### src/rtl/dec_rr_arbiter_if.sv
// Bus between the requesters and the round-robin arbiter that drives the 3-to-8 grant decoder.
// Handshake: req[i] is a level held high for as long as requester i wants the resource; the grant
// is dec_e=1 with dec_a=i, and the owner gives the resource back simply by dropping req[i].
interface dec_rr_arbiter_if;
  logic       en;
  logic [7:0] req;
  logic       dec_e;
  logic [2:0] dec_a;
  logic       busy;
  logic       timeout;
  logic [1:0] dbg_state;

  modport master (
    output en,
    output req,
    input  dec_e,
    input  dec_a,
    input  busy,
    input  timeout,
    input  dbg_state
  );

  modport slave (
    input  en,
    input  req,
    output dec_e,
    output dec_a,
    output busy,
    output timeout,
    output dbg_state
  );
endinterface

### src/rtl/dec_rr_arbiter.sv
// Round-robin arbiter for 8 requesters; registered grant drives the E/A inputs of a 3-to-8 decoder,
// with a forced low gap between owners and an optional hold-time limit.
module dec_rr_arbiter #(
  parameter int HOLD_MAX = 16,
  parameter int GAP_CYC  = 1,
  parameter int CNT_W    = 5
) (
  input logic             clk,
  input logic             rst_n,
  dec_rr_arbiter_if.slave io_bus
);

  localparam int GAP_W = (GAP_CYC > 1) ? $clog2(GAP_CYC) : 1;
  localparam logic [GAP_W-1:0] GAP_LAST  = GAP_W'(GAP_CYC - 1);
  localparam logic [CNT_W-1:0] HOLD_LAST = (HOLD_MAX > 0) ? CNT_W'(HOLD_MAX - 1) : '0;

  typedef enum logic [1:0] {
    S_IDLE  = 2'd0,
    S_GRANT = 2'd1,
    S_GAP   = 2'd2
  } state_t;

  state_t           r_state;
  logic [2:0]       r_ptr;
  logic [CNT_W-1:0] r_hold_cnt;
  logic [GAP_W-1:0] r_gap_cnt;
  logic             r_dec_e;
  logic [2:0]       r_dec_a;
  logic             r_busy;
  logic             r_timeout;

  state_t           w_state_nxt;
  logic [2:0]       w_ptr_nxt;
  logic [CNT_W-1:0] w_hold_nxt;
  logic [GAP_W-1:0] w_gap_nxt;
  logic [2:0]       w_dec_a_nxt;
  logic             w_timeout_nxt;
  logic             w_dec_e_nxt;
  logic             w_busy_nxt;

  logic             w_pick_vld;
  logic [2:0]       w_pick_idx;
  logic             w_release;
  logic             w_hold_hit;

  // Scan ptr+1 .. ptr+8 (== ptr); walking downward lets the nearest set bit win last.
  always_comb begin
    w_pick_vld = 1'b0;
    w_pick_idx = r_ptr;
    for (int i = 8; i >= 1; i--) begin
      logic [2:0] cand;
      cand = r_ptr + 3'(i);
      if (io_bus.req[cand]) begin
        w_pick_vld = 1'b1;
        w_pick_idx = cand;
      end
    end
  end

  assign w_release  = ~io_bus.req[r_dec_a];
  assign w_hold_hit = (HOLD_MAX != 0) && (r_hold_cnt == HOLD_LAST);

  always_comb begin
    w_state_nxt   = r_state;
    w_ptr_nxt     = r_ptr;
    w_hold_nxt    = r_hold_cnt;
    w_gap_nxt     = r_gap_cnt;
    w_dec_a_nxt   = r_dec_a;
    w_timeout_nxt = 1'b0;
    case (r_state)
      S_IDLE: begin
        if (io_bus.en && w_pick_vld) begin
          w_state_nxt = S_GRANT;
          w_dec_a_nxt = w_pick_idx;
          w_hold_nxt  = '0;
        end
      end
      S_GRANT: begin
        // Release takes precedence, so a coincident timeout is never flagged.
        if (w_release || w_hold_hit) begin
          w_state_nxt   = S_GAP;
          w_ptr_nxt     = r_dec_a;
          w_gap_nxt     = '0;
          w_timeout_nxt = ~w_release;
        end else begin
          w_hold_nxt = r_hold_cnt + 1'b1;
        end
      end
      S_GAP: begin
        if (r_gap_cnt == GAP_LAST) begin
          w_state_nxt = S_IDLE;
        end else begin
          w_gap_nxt = r_gap_cnt + 1'b1;
        end
      end
      default: begin
        w_state_nxt = S_IDLE;
      end
    endcase
    w_dec_e_nxt = (w_state_nxt == S_GRANT);
    w_busy_nxt  = (w_state_nxt != S_IDLE);
  end

  always_ff @(posedge clk or negedge rst_n) begin
    if (!rst_n) begin
      r_state    <= S_IDLE;
      r_ptr      <= 3'd7;
      r_hold_cnt <= '0;
      r_gap_cnt  <= '0;
      r_dec_e    <= 1'b0;
      r_dec_a    <= 3'd0;
      r_busy     <= 1'b0;
      r_timeout  <= 1'b0;
    end else begin
      r_state    <= w_state_nxt;
      r_ptr      <= w_ptr_nxt;
      r_hold_cnt <= w_hold_nxt;
      r_gap_cnt  <= w_gap_nxt;
      r_dec_e    <= w_dec_e_nxt;
      r_dec_a    <= w_dec_a_nxt;
      r_busy     <= w_busy_nxt;
      r_timeout  <= w_timeout_nxt;
    end
  end

  assign io_bus.dec_e     = r_dec_e;
  assign io_bus.dec_a     = r_dec_a;
  assign io_bus.busy      = r_busy;
  assign io_bus.timeout   = r_timeout;
  assign io_bus.dbg_state = r_state;

endmodule
### src/flat_wrapper.sv
// flat-port wrapper written by rule: the top's interface ports become plain ports
module dec_rr_arbiter_flat 
#(
  parameter int HOLD_MAX = 16,
  parameter int GAP_CYC  = 1,
  parameter int CNT_W    = 5
)
  (clk, rst_n, io_bus_en, io_bus_req, io_bus_dec_e, io_bus_dec_a, io_bus_busy, io_bus_timeout, io_bus_dbg_state);
  dec_rr_arbiter_if io_bus_i ();
  input logic clk;
  input logic rst_n;
  input wire logic [$bits(io_bus_i.en)-1:0] io_bus_en;
  input wire logic [$bits(io_bus_i.req)-1:0] io_bus_req;
  output wire logic [$bits(io_bus_i.dec_e)-1:0] io_bus_dec_e;
  output wire logic [$bits(io_bus_i.dec_a)-1:0] io_bus_dec_a;
  output wire logic [$bits(io_bus_i.busy)-1:0] io_bus_busy;
  output wire logic [$bits(io_bus_i.timeout)-1:0] io_bus_timeout;
  output wire logic [$bits(io_bus_i.dbg_state)-1:0] io_bus_dbg_state;
  assign io_bus_i.en = io_bus_en;
  assign io_bus_i.req = io_bus_req;
  assign io_bus_dec_e = io_bus_i.dec_e;
  assign io_bus_dec_a = io_bus_i.dec_a;
  assign io_bus_busy = io_bus_i.busy;
  assign io_bus_timeout = io_bus_i.timeout;
  assign io_bus_dbg_state = io_bus_i.dbg_state;
  dec_rr_arbiter #(.HOLD_MAX(HOLD_MAX), .GAP_CYC(GAP_CYC), .CNT_W(CNT_W)) u_core (.clk(clk), .rst_n(rst_n), .io_bus(io_bus_i));
endmodule
### config.mk
export PLATFORM = sky130hd
export DESIGN_NAME = dec_rr_arbiter_flat
export DESIGN_NICKNAME = d
export VERILOG_FILES = /design/src/rtl/dec_rr_arbiter_if.sv /design/src/rtl/dec_rr_arbiter.sv /design/src/flat_wrapper.sv
export SDC_FILE = /design/constraint.sdc
export NUM_CORES = 1
export LEC_CHECK = 0
export ABC_CLOCK_PERIOD_IN_PS = 8200
export CAP_MARGIN = 25
export CORE_ASPECT_RATIO = 1.5
export CORE_MARGIN = 4
export CORE_UTILIZATION = 56
export DETAILED_ROUTE_END_ITERATION = 12
export HOLD_SLACK_MARGIN = 0.15
export PLACE_DENSITY = 0.8
export SYNTH_ARGS = -nofsm -noshare
export SYNTH_HDL_FRONTEND = slang
export SYNTH_SLANG_ARGS = --single-unit
export TNS_END_PERCENT = 100
### constraint.sdc
create_clock -name clk -period 8.2 [get_ports clk]
set_input_delay 1.23 -clock clk [delete_from_list [all_inputs] [get_ports clk]]
set_output_delay 1.23 -clock clk [all_outputs]
set_load 0.02 [all_outputs]
==> summary.md <==
| Metric | Value |
|---|---|
| Number of synthesized register bits | 16 |
| Slew Limit Fails | 0 |
| Vias/cell | ~6.5 |
| Worst-Margin Slew | between 600 and 700 ps |
| Hold Slack | about 530 ps |
| Total CTS buffers | 3 |
| VDD IR max | between 0.2 and 0.3 mV |
| WS Path Type | in2reg |
| Slew margin rel. | 0.539 |
| Critical Path Start Type | input port |
| Detailed Routing Iterations Pass 1 | 4 |
| Worst hold path type | reg2reg |
| Max Cap Violations | 0 |
| Status | finished clean |
| I/O pins | 19 |
| Overall Global Routing Usage | 0.219 |
| Final Hold Vio Count | 0 |
| Reg-to-reg slack, setup | between 4000 and 5000 ps |
| Worst-Skew Late Latency | ~290 ps |
| Post-route DRC | 0 |
| Antenna diode count | 0 |
| Skew final | between 10 and 15 ps |
| DP HPWL | 2.78 mm |
| Sequential area share after synthesis | 0.270 |
| Layout cells sized above 1 | 0.209 |
| Cell Rows | 22 |
| Post-CTS Setup Bufs | 0 |
| CTS clock-pin slew for the worst setup and hold paths | roughly 90 ps |
| Total grt overflow | 0 |
| Clk root buf | clkbuf_4 |
| CTS H-tree lvls | 1 |
| Vias in the first global route | 1253 |
| Crit path DAT | ~3600 ps |
| Ys async rst share | 1.00 |
| Initial core utilization | 0.598 |
| Clk sinks | 16 |
| Die W | approximately 50 microns |
| Post-cts resize count | 0 |
| Largest net degree at the start of global routing | 19 |
| Total Nets Final | ~170 |
| Vias after detailed routing | 1253 |
| Mean routed wirelength per cell | around 19 microns |
| Crit-path max FO | 9 |
| PortBufs | 18 |
| Core area | ~0.0025 sq mm |
| Area grow syn2layout | 13.2% |
| GRT met2 Usage | 0.382 |
| Synth warnings | 0 |
| Full die area | 0.00359 sq mm |
| Power Dens Cells | ~450 mW/mm^2 |
| Synthesized area per cell | a little over 10 sq um |
| Worst EP required | ~8400 ps |
| Setup TNS | 0 ps |
| Post-synth EDFFs | 0 |
| Initial antenna violation count | 0 |
| GRT busiest layer | met2 |
| GP Congestion | 0.930 |
| Final wirelength | approximately 3.6 mm |
| Worst setup EP type | flop |
| CTS tree | built |
| Pleak | ~0.7 nW |
| Max Root-Sink Buffers | 2 |
| Final period demand of the worst path | 3400 ps |
| First-pass GRT wire length | between 6 and 7 mm |
| Met1 GRT Util | 0.273 |
| Top FF cell, synth | dfrtp_1 |
| Syn Nets | 160 |
| Post-synthesis cell type count | 48 |
| Max Clock Freq | a little under 300 MHz |
| Initial DRC count | 44 |
| Tcrit/Tclk final | 0.414 |
| Die Y-Extent | between 70 and 80 microns |
| Remaining antenna violation count after routing | 0 |
| Setup violations, final | 0 |
| Post-Syn Instances | 145 |
| Unrepaired setup endpoints after global routing | false |
| Netlist Area Pre-Place | 0.00150 sq mm |
| CTS Hold Bufs | 0 |
| Met3 Use GR | 0.0187 |
==> cell usage after synthesis, types with 2 or more instances <==
master    number  area share
inv_1          9       0.023
dfstp_2        3       0.053
buf_2          4       0.013
mux2_2         7       0.053
mux2i_1        9       0.060
nor2_1         9       0.023
ha_1           4       0.033
clkbuf_1       3      0.0075
buf_6          2       0.015
nand2_1       16       0.040
nor3_1         2      0.0067
nor2b_1        2      0.0083
mux4_2        11        0.17
dfrtp_1       13        0.22
o21ai_0        5       0.017
a31oi_1        2      0.0083
nand3_1        3       0.010
a211oi_1       2       0.010
a21oi_1        5       0.017
xnor2_1        2       0.012
or3_1          2      0.0083
xor2_1         2       0.012
and2_1         3       0.013
==> path summary, 6_finish.rpt <==
kind,from,end,depth (start not counted)
max,io_bus_req[6],u_core.io_bus.dec_a[0],7
min,u_core.r_hold_cnt[4],u_core.r_hold_cnt[4],2
max reg2reg,u_core.r_ptr[0],u_core.io_bus.dec_a[1],8
min reg2reg,u_core.r_hold_cnt[4],u_core.r_hold_cnt[4],2
max in group asynchronous,rst_n,u_core.io_bus.dec_a[1],1
min in group asynchronous,rst_n,u_core.r_hold_cnt[1],1
==> per-stage QoR <==
step           instance area [sq um]   util  cells  setup WS [ps]  total power, W
3_5_place_dp                    1670  0.667    190           4550        0.000715
3_3_place_gp                    1670  0.667    190           4590        0.000697
5_1_grt                         1700  0.677    194           4680        0.000819
6_report                        1700  0.677    194           4800        0.000764
4_1_cts                         1700  0.677    194           4830        0.000761
2_1_floorplan                   1500      -    145           5210        0.000593
==> worst max-delay path, stage by stage <==
cell             delay (ps)
clkdlybuf4s50_1         550
mux4_1                  630
mux2_4                  330
a2111oi_4               340
o21ai_2                 130
and3_4                  190
o31ai_2                 200
==> metal layers <==
layer	vias up	wire length [microns]
met4	0	107
met1	628	1430
li1	577	-
met3	9	127
met2	39	1980
met5	-	0
==> power breakdown <==
part	internal [W]	switching [W]	leakage, nW
Clock	0.0000189	0.0000246	0.0150
Combinational	0.000258	0.000284	0.468
Sequential	0.000114	0.0000635	0.199
==> cell type report <==
class                   count  area, sq um
inverters                   9         33.8
flip-flops and latches     16          404
well taps                  36         45.0
repair buffers             18          180
multi-input cells         111         1010
fillers                   192          808
clock buffers               4         26.3
==> cells by family after synthesis <==
| kind of cell | share of synthesized area |
|---|---|
| and+or+nand+nor | 0.144 |
| muxes | 0.315 |
| AOI/OAI and AO/OA | 0.156 |
| buffers and inverters | 0.0584 |
| DFF | 0.270 |
| xor gates and xnor gates | 0.0234 |
| adders and majority gates | 0.0334 |
==> state kept, by name, indices dropped and copies added, names as in the netlist <==
| signal | cells |
|---|---|
| u_core.r_hold_cnt | 5 |
| u_core.io_bus.dec_a | 3 |
| u_core.r_ptr | 3 |
| u_core.io_bus.dbg_state | 2 |
| u_core.io_bus.busy | 1 |
| u_core.io_bus.dec_e | 1 |
| u_core.io_bus.timeout | 1 |
==> cells in the final DEF, fill, tap and decap left out, drive strengths merged, types with 3 or more instances in the layout <==
| cell | n |
|---|---|
| clkbuf | 4 |
| clkdlybuf4s50 | 18 |
| mux2i | 10 |
| o21ai | 6 |
| inv | 9 |
| mux2 | 8 |
| nor2 | 9 |
| and2 | 3 |
| dfstp | 3 |
| mux4 | 12 |
| nand3 | 3 |
| dfrtp | 13 |
| ha | 4 |
| nand2 | 16 |
| a21oi | 5 |
Note: power is estimated with default switching activity, not from simulation.
